## config.mk

```make
export PLATFORM = sky130hd
export DESIGN_NAME = ccx4_responder
export DESIGN_NICKNAME = d
export VERILOG_FILES = /design/src/rtl/ccx4_responder.sv
export SDC_FILE = /design/constraint.sdc
export NUM_CORES = 1
export LEC_CHECK = 0
export BUFFER_PORTS_ARGS = -buffer_cell sky130_fd_sc_hd__buf_2
export CAP_MARGIN = 20
export CORE_MARGIN = 5
export CORE_UTILIZATION = 45
export CTS_CLUSTER_SIZE = 20
export DETAILED_ROUTE_END_ITERATION = 10
export GPL_TIMING_DRIVEN = 0
export MAX_ROUTING_LAYER = met4
export PLACE_DENSITY = 0.58
export SLEW_MARGIN = 40
export SYNTH_ARGS = -nofsm -noshare
export SYNTH_HDL_FRONTEND = slang
export SYNTH_SLANG_ARGS = --single-unit
```

## constraint.sdc

```tcl
create_clock -name clk_i -period 19.3 [get_ports clk_i]
set_input_delay 3.86 -clock clk_i [delete_from_list [all_inputs] [get_ports clk_i]]
set_output_delay 3.86 -clock clk_i [all_outputs]
set_load 0.02 [all_outputs]
```

## src/rtl/ccx4_responder.sv

```systemverilog
// ccx4_responder
// Off-chip end of the nibble-serial CCX custom-instruction port. The block
// receives two XLEN-bit operands one nibble per cycle, least significant
// nibble first. It waits RESP_DELAY compute cycles, then streams the result
// back one nibble per cycle with a response strobe.
//
// Ports:
//   clk_i       clock, all logic on the rising edge
//   rst_i       synchronous active-high reset
//   ccx_req_i   initiator request, high for NIB consecutive beats
//   ccx_sel_i   operation select (0 ADD, 1 XOR, 2 MINU, 3 MULH16), first beat only
//   ccx_rs_a_i  operand a nibble, LSB nibble first
//   ccx_rs_b_i  operand b nibble, LSB nibble first
//   ccx_res_o   result nibble, LSB nibble first, 0 when not responding
//   ccx_resp_o  high for NIB consecutive cycles while ccx_res_o is valid
//   busy_o      high whenever the responder is not idle
module ccx4_responder #(
    parameter int XLEN       = 32,
    parameter int RESP_DELAY = 1
) (
    input  logic       clk_i,
    input  logic       rst_i,
    input  logic       ccx_req_i,
    input  logic [1:0] ccx_sel_i,
    input  logic [3:0] ccx_rs_a_i,
    input  logic [3:0] ccx_rs_b_i,
    output logic [3:0] ccx_res_o,
    output logic       ccx_resp_o,
    output logic       busy_o
);
    localparam int NIB = XLEN / 4;
    localparam int CW  = $clog2(NIB + 1);
    localparam int DW  = $clog2(RESP_DELAY + 1);
    localparam logic [CW-1:0] CNT_LAST = CW'(NIB - 1);
    localparam logic [DW-1:0] DLY_INIT = DW'(RESP_DELAY);

    typedef enum logic [1:0] {
        S_IDLE    = 2'd0,
        S_RECV    = 2'd1,
        S_COMPUTE = 2'd2,
        S_SEND    = 2'd3
    } state_e;

    state_e          state_q, state_d;
    logic [CW-1:0]   cnt_q, cnt_d;
    logic [DW-1:0]   dly_q, dly_d;
    logic [1:0]      sel_q, sel_d;
    logic [XLEN-1:0] a_q, a_d;
    logic [XLEN-1:0] b_q, b_d;
    logic [XLEN-1:0] result_q, result_d;
    logic [3:0]      res_q, res_d;
    logic            resp_q, resp_d;
    logic            busy_q, busy_d;
    logic [XLEN-1:0] op_s;
    logic [31:0]     prod_s;

    // Operation datapath on the fully received operands
    always_comb begin
        prod_s = 32'(a_q[15:0]) * 32'(b_q[15:0]);
        op_s   = '0;
        case (sel_q)
            2'd0:    op_s = a_q + b_q;
            2'd1:    op_s = a_q ^ b_q;
            2'd2:    op_s = (a_q < b_q) ? a_q : b_q;
            2'd3:    op_s = XLEN'(prod_s);
            default: op_s = '0;
        endcase
    end

    // Next-state, datapath and registered-output computation
    always_comb begin
        state_d  = state_q;
        cnt_d    = cnt_q;
        dly_d    = dly_q;
        sel_d    = sel_q;
        a_d      = a_q;
        b_d      = b_q;
        result_d = result_q;

        case (state_q)
            S_IDLE: begin
                if (ccx_req_i) begin
                    // Clear stale operand bits so every transaction starts clean
                    a_d      = '0;
                    b_d      = '0;
                    a_d[3:0] = ccx_rs_a_i;
                    b_d[3:0] = ccx_rs_b_i;
                    sel_d    = ccx_sel_i;
                    cnt_d    = CW'(1);
                    state_d  = S_RECV;
                end else begin
                    state_d = S_IDLE;
                end
            end
            S_RECV: begin
                if (ccx_req_i) begin
                    a_d[{cnt_q, 2'b00} +: 4] = ccx_rs_a_i;
                    b_d[{cnt_q, 2'b00} +: 4] = ccx_rs_b_i;
                    if (cnt_q == CNT_LAST) begin
                        cnt_d   = '0;
                        dly_d   = DLY_INIT;
                        state_d = S_COMPUTE;
                    end else begin
                        cnt_d = cnt_q + CW'(1);
                    end
                end else begin
                    // Request dropped early: abandon the partial transaction
                    a_d     = '0;
                    b_d     = '0;
                    sel_d   = 2'd0;
                    cnt_d   = '0;
                    state_d = S_IDLE;
                end
            end
            S_COMPUTE: begin
                // Delay counter still holds its load value only in the first cycle
                if (dly_q == DLY_INIT) begin
                    result_d = op_s;
                end else begin
                    result_d = result_q;
                end
                dly_d = dly_q - DW'(1);
                if (dly_q == DW'(1)) begin
                    cnt_d   = '0;
                    state_d = S_SEND;
                end else begin
                    state_d = S_COMPUTE;
                end
            end
            S_SEND: begin
                if (cnt_q == CNT_LAST) begin
                    cnt_d   = '0;
                    state_d = S_IDLE;
                end else begin
                    cnt_d = cnt_q + CW'(1);
                end
            end
            default: begin
                state_d = S_IDLE;
            end
        endcase

        // Outputs are registered from the next state so they line up with it
        resp_d = (state_d == S_SEND);
        busy_d = (state_d != S_IDLE);
        if (resp_d) begin
            res_d = result_d[{cnt_d, 2'b00} +: 4];
        end else begin
            res_d = 4'd0;
        end
    end

    // State and datapath registers with synchronous reset
    always_ff @(posedge clk_i) begin
        if (rst_i) begin
            state_q  <= S_IDLE;
            cnt_q    <= '0;
            dly_q    <= '0;
            sel_q    <= 2'd0;
            a_q      <= '0;
            b_q      <= '0;
            result_q <= '0;
            res_q    <= 4'd0;
            resp_q   <= 1'b0;
            busy_q   <= 1'b0;
        end else begin
            state_q  <= state_d;
            cnt_q    <= cnt_d;
            dly_q    <= dly_d;
            sel_q    <= sel_d;
            a_q      <= a_d;
            b_q      <= b_d;
            result_q <= result_d;
            res_q    <= res_d;
            resp_q   <= resp_d;
            busy_q   <= busy_d;
        end
    end

    assign ccx_res_o  = res_q;
    assign ccx_resp_o = resp_q;
    assign busy_o     = busy_q;

endmodule
```

Yosys cells after proc, flatten, opt, wreduce, memory -nomap -nowiden
Cells that the tools add are included.
Widths: inputs -> output; s select.
{"block": "word_totals", "ff_bits": 111, "out_inout_bits": 6, "wordCells": 72}
{"block": "classes", "addsub": 4, "multipliers": 1, "n_lt_le_gt_ge": 1, "eq_ne": 12, "shifts": 4, "mux": 29, "bitwise": 2, "n_reduce_logical": 9}
{"op": "$mux 32", "count": 7}
{"op": "$pmux 32 s2", "count": 2}
{"op": "$pmux 32 s4", "count": 1}
{"op": "$bwmux 32", "count": 2}
{"op": "$shiftx 4x8->32", "count": 2}
{"op": "$add 32x32->32", "count": 1}
{"op": "$lt 32x32->1", "count": 1}
{"op": "$mul 16x16->32", "count": 1}
{"op": "$shift 4x8->32 const A", "count": 1}
{"op": "$shiftx 32x7->4", "count": 1}
{"op": "$xor 32x32->32", "count": 1}
{"op": "$mux 4", "count": 4}
{"op": "$pmux 4 s4", "count": 1}
{"op": "$eq 2x2->1 const B", "count": 5}
{"op": "$mux 2", "count": 5}
{"op": "$ne 2x2->1 const B", "count": 4}
{"op": "$neg 6->8", "count": 1}
{"op": "$pmux 2 s4", "count": 1}
{"op": "$reduce_and 3->1", "count": 2}
{"op": "$reduce_bool 2->1", "count": 3}
{"op": "$add 4x1->4 const B", "count": 1}
{"op": "$eq 2x1->1 const B", "count": 2}
{"op": "$eq 4x3->1 const B", "count": 1}
{"op": "$logic_not 2->1", "count": 2}
{"op": "other kinds (7)", "count": 10}

Logic depth before layout (Yosys ltp)
{"block": "depth", "depth_word": 7, "mapped_depth": 25, "ltp_nobuf": 24}

Least setup slack after synthesis
No wires, ideal clock.
{"block": "synth_timing", "path_kind": "register to register", "startpoint": "register b_q[1]", "endpoint": "register res_q[2] (netlist: ccx_res_o[2])", "setup_time_ns": 0.122, "arrival_ns": 6.319, "required_time_ns": 19.178, "setup_slack_ns": 12.859, "path_stages_with_launch": 23, "n_path_buf": 1, "period_less_slack_ns": 6.441, "cell_sequence": "dfxtp_1 clkbuf_1 nand2_1 fa_1 fa_1 fa_1 fa_1 inv_1 fa_1 inv_1 fa_1 inv_1 ha_1 a21o_1 a21oi_1 a2bb2oi_1 nand2_1 a311oi_1 o21ai_0 xor2_1 a211oi_1 a311oi_1 o311a_1"}
{"block": "synth_between", "elab_chain_cells": 6, "elab_cells_between_ends": 8}
{"element": "start, declared", "line": "49", "source": "logic [XLEN-1:0] b_q, b_d;"}
{"element": "start signal, assigned", "line": "161", "source": "b_q <= '0;"}
{"element": "start signal, assigned", "line": "172", "source": "b_q <= b_d;"}
{"element": "parallel branches: the longest is 2 deep, another holds $mul 16x16->32"}
{"element": "$pmux 32 s4 (*)", "line": "61", "source": "case (sel_q)"}
{"element": "$mux 32 (*)", "line": "117", "source": "if (dly_q == DLY_INIT) begin"}
{"element": "$mux 32 (*)", "line": "80", "source": "case (state_q)"}
{"element": "$shiftx 32x7->4 (*)", "line": "147", "source": "res_d = result_d[{cnt_d, 2'b00} +: 4];"}
{"element": "end signal, assigned", "line": "174", "source": "res_q <= res_d;"}
{"element": "end, declared", "line": "51", "source": "logic [3:0] res_q, res_d;"}
Mark *: on every way between the ends.
A chain may end at the register's enable or synchronous reset.

Worst setup path after layout
{"block": "layout_timing", "startpoint": "register a_q[10]", "endpoint": "register res_q[2] (netlist: ccx_res_o[2])"}
{"block": "layout_between", "elab_chain_cells": 6, "elab_cells_between_ends": 9}
{"element": "start, declared", "line": "48", "source": "logic [XLEN-1:0] a_q, a_d;"}
{"element": "start signal, assigned", "line": "160", "source": "a_q <= '0;"}
{"element": "start signal, assigned", "line": "171", "source": "a_q <= a_d;"}
{"element": "parallel branches: the longest is 2 deep, another holds $mul 16x16->32"}
{"element": "$pmux 32 s4 (*)", "line": "61"}
{"element": "$mux 32 (*)", "line": "117"}
{"element": "$mux 32 (*)", "line": "80"}
{"element": "$shiftx 32x7->4 (*)", "line": "147"}
Marked as above.

==> reports/results.tsv <==
metric	value	unit
synthMuxAreaShare	1.11	%
antenna_cells	0	
worstPathArrival	8.42	ns
grt_pass1_wl	90.3	mm
synth_compound_area_share	18.4	%
drt-met1-wl	26.2	mm
syn_nets	2431	
cts_buffers	9	
crit_fanout	10	
hold_buffers	0	
io_pins	19	
synthTopCellsByArea	fa_1, dfxtp_1, ha_1, inv_1, nand2_1	
grt_start_max_net_pins	20	
yosysTopAreaCellShare	23.8	%
gp_congestion	1.00	
finalInstanceArea	17400	um^2
clk_latency	0.36	ns
mostFrequentLayoutCells	inv_1, nand2_1, nor2_1	
path_class	reg2reg	
cts_htree_levels	3	
yosysSeqAreaShare	13.5	%
cts_sinks	111	
startpoint_type	flop	
status	finished clean	
tritoncts	done	
min-delay-start	result_q[31]	
io_buffers	12	
synthDistinctLibCells	77	
initial_core_util	45.2	%
first_pass_iters	6	
drt-initial-drc-count	1494	
fmax	122	MHz
tightest_slew	0.943	ns
r2r-start	a_q[10]	
power_leakage	8.08	nW
fill_cells	3664	
async_flop_share	0	%
power	0.513	mW
finalSetupTns	0	ns
core_area	36300	um^2
fin_crit_sh	42.4	%
maxCapViolations	0	
period_needed	8.17	ns
placed_cell_area	17100	um^2
cts.path.max_buffers	2	
ir_drop	0.0406	mV
fin_worst_skew	0.00682	ns
grtUsageTotal	29.5	%
syn_area_per_cell	8.00	um^2
syn2layout_area_growth	6.14	%
viasPerCell	5.91	
rsz0062_at_grt	no	
met2WireLength	26.5	mm
dp_hpwl	46.6	mm
synth_warnings	0	
synthXorXnorAreaFrac	1.65	%
powerDensity	29.5	nW/um^2
drive_gt1_share	3.84	%
drc	0	
fin_util	47.9	%
die_h	201	um
final_antenna_net_count	0	
cts_root_buf	clkbuf_16	
cp-end-kind	flop	
worst_slew_margin_rel	36.6	%
synth-simple-area-share	19.1	%
ff_latch_area	2220	um^2
ys_ff_latch	111	
post_cts_resized	0	
wirelength	58.5	mm
fp.dieArea	40400	um^2
nets	2455	
syn_inst	2052	
hold_violations	0	
required	19.55	ns
yosys.area_share.adder	36.8	%
dr.max_layer_used	met4	
post_cts_buffers	0	
avgRoutedWirePerCell	22.9	um
synth_top_family_by_area	adder cells	
layout_commonest_cell	inv_1	
die_w	201	um
grt_pass1_vias	14900	
grt_overflow	0	
multiInputGateArea	12700	um^2
min_path_type	reg2reg	
crit_start	a_q[10]	
synth_largest_area_cell	fa_1	
path_clk_slew	0.08	ns
syn-cell-area	16400	um^2
slew_viol_final	0	
synthFlopType	dfxtp_1	
rows	70	
synth_edf_count	0	
antenna_found_initial	0	
met3_length	4.12	mm
setup_violations	0	
via_count	15100	
==> where the power goes <==
group	leakage, nW	switching (mW)	total [mW]	internal (mW)
clock network	0.144	0.0969	0.190	0.0933
logic	7.04	0.0696	0.0881	0.0184
registers	0.896	0.00452	0.235	0.230
total	8.08	0.171	0.513	0.342
==> layout make-up <==
type                    count  share of cell area (%)
plain buffers             106                    2.43
multi-input cells        1536                    72.9
inverters                 299                    6.44
repair buffers             13                   0.388
clock buffers              10                    1.37
clock inverters             6                   0.302
flip-flops and latches    111                    12.8
well taps                 468                    3.36
==> final timing paths <==
kind / end / slack (ns) / cells after the start
max: ccx_res_o[2] / 11.13 / 22
max reg2reg: ccx_res_o[2] / 11.13 / 22
min reg2reg: result_q[31] / 0.46 / 2
min: result_q[31] / 0.46 / 2
==> cell usage after synthesis, types with 4 or more instances <==
| cell | instances |
|---|---|
| a221oi_1 | 6 |
| o22ai_1 | 4 |
| dfxtp_1 | 111 |
| a211oi_1 | 14 |
| nand2_1 | 204 |
| or3_1 | 8 |
| and2_1 | 113 |
| a311oi_1 | 6 |
| nand2b_1 | 16 |
| o21ai_0 | 61 |
| xnor2_1 | 23 |
| a21oi_1 | 140 |
| a211o_1 | 4 |
| a31oi_1 | 12 |
| and3_1 | 8 |
| mux2i_1 | 8 |
| clkbuf_1 | 89 |
| or2_2 | 4 |
| buf_1 | 10 |
| inv_1 | 297 |
| a311o_1 | 4 |
| o21bai_1 | 11 |
| mux4_2 | 4 |
| xor2_1 | 8 |
| nor2b_1 | 19 |
| and4_1 | 4 |
| fa_1 | 195 |
| o21ai_1 | 12 |
| nand4_1 | 7 |
| ha_1 | 171 |
| nor4_1 | 7 |
| o21a_1 | 14 |
| o2111ai_1 | 4 |
| a221o_1 | 9 |
| a21o_1 | 18 |
| o31ai_1 | 14 |
| buf_2 | 6 |
| a22oi_1 | 68 |
| o211ai_1 | 17 |
| nand3_1 | 35 |
| nor2_1 | 201 |
| nand3b_1 | 4 |
| nor3_1 | 30 |
==> flip-flops by register name (all words and copies together) (netlist names) <==
register,count
cnt_q,4
busy_o,1
state_q,2
a_q,32
result_q,32
sel_q,2
ccx_resp_o,1
b_q,32
dly_q,1
ccx_res_o,4
==> metal layers <==
metal	vias to the layer above	global-route usage, %
li1	6858	-
met1	7498	41.6
met2	617	45.8
met3	81	3.04
met4	0	7.23
met5	-	-
==> worst max-delay path, cell delays in order (launching register included) <==
cell and delay (ns):
dfxtp_1 0.73, clkbuf_1 0.57, nand2_1 0.17, fa_1 0.54, fa_1 0.57, fa_1 0.45
fa_1 0.54, inv_1 0.05, fa_1 0.48, inv_1 0.05, fa_1 0.47, inv_1 0.04
ha_1 0.34, a21o_1 0.18, a21oi_1 0.18, a2bb2oi_1 0.26, nand2_1 0.27, a311oi_2 0.63
o21ai_0 0.25, xor2_1 0.24, a211oi_1 0.42, a311oi_1 0.17, o311a_1 0.44
==> per-stage QoR <==
stage                     setup WS [ns]  cells  hold slack, ns
after floorplan                   12.86   2052           0.420
final                             11.13   2549           0.463
after global placement            11.04   2532           0.433
after detailed placement          11.09   2533           0.444
after global routing              10.83   2549           0.487
after CTS                         11.09   2549           0.463
==> kinds of logic (layout without fill, tap and decap cells) <==
| family | Yosys count | count (layout) |
|---|---|---|
| simple gates | 670 | 670 |
| buf+inv | 405 | 434 |
| flops | 111 | 111 |
| fa+ha+maj | 366 | 366 |
| xor+xnor | 31 | 31 |
| mux | 13 | 13 |
| compound gates | 456 | 456 |
Note: power is estimated with default switching activity, not from simulation.
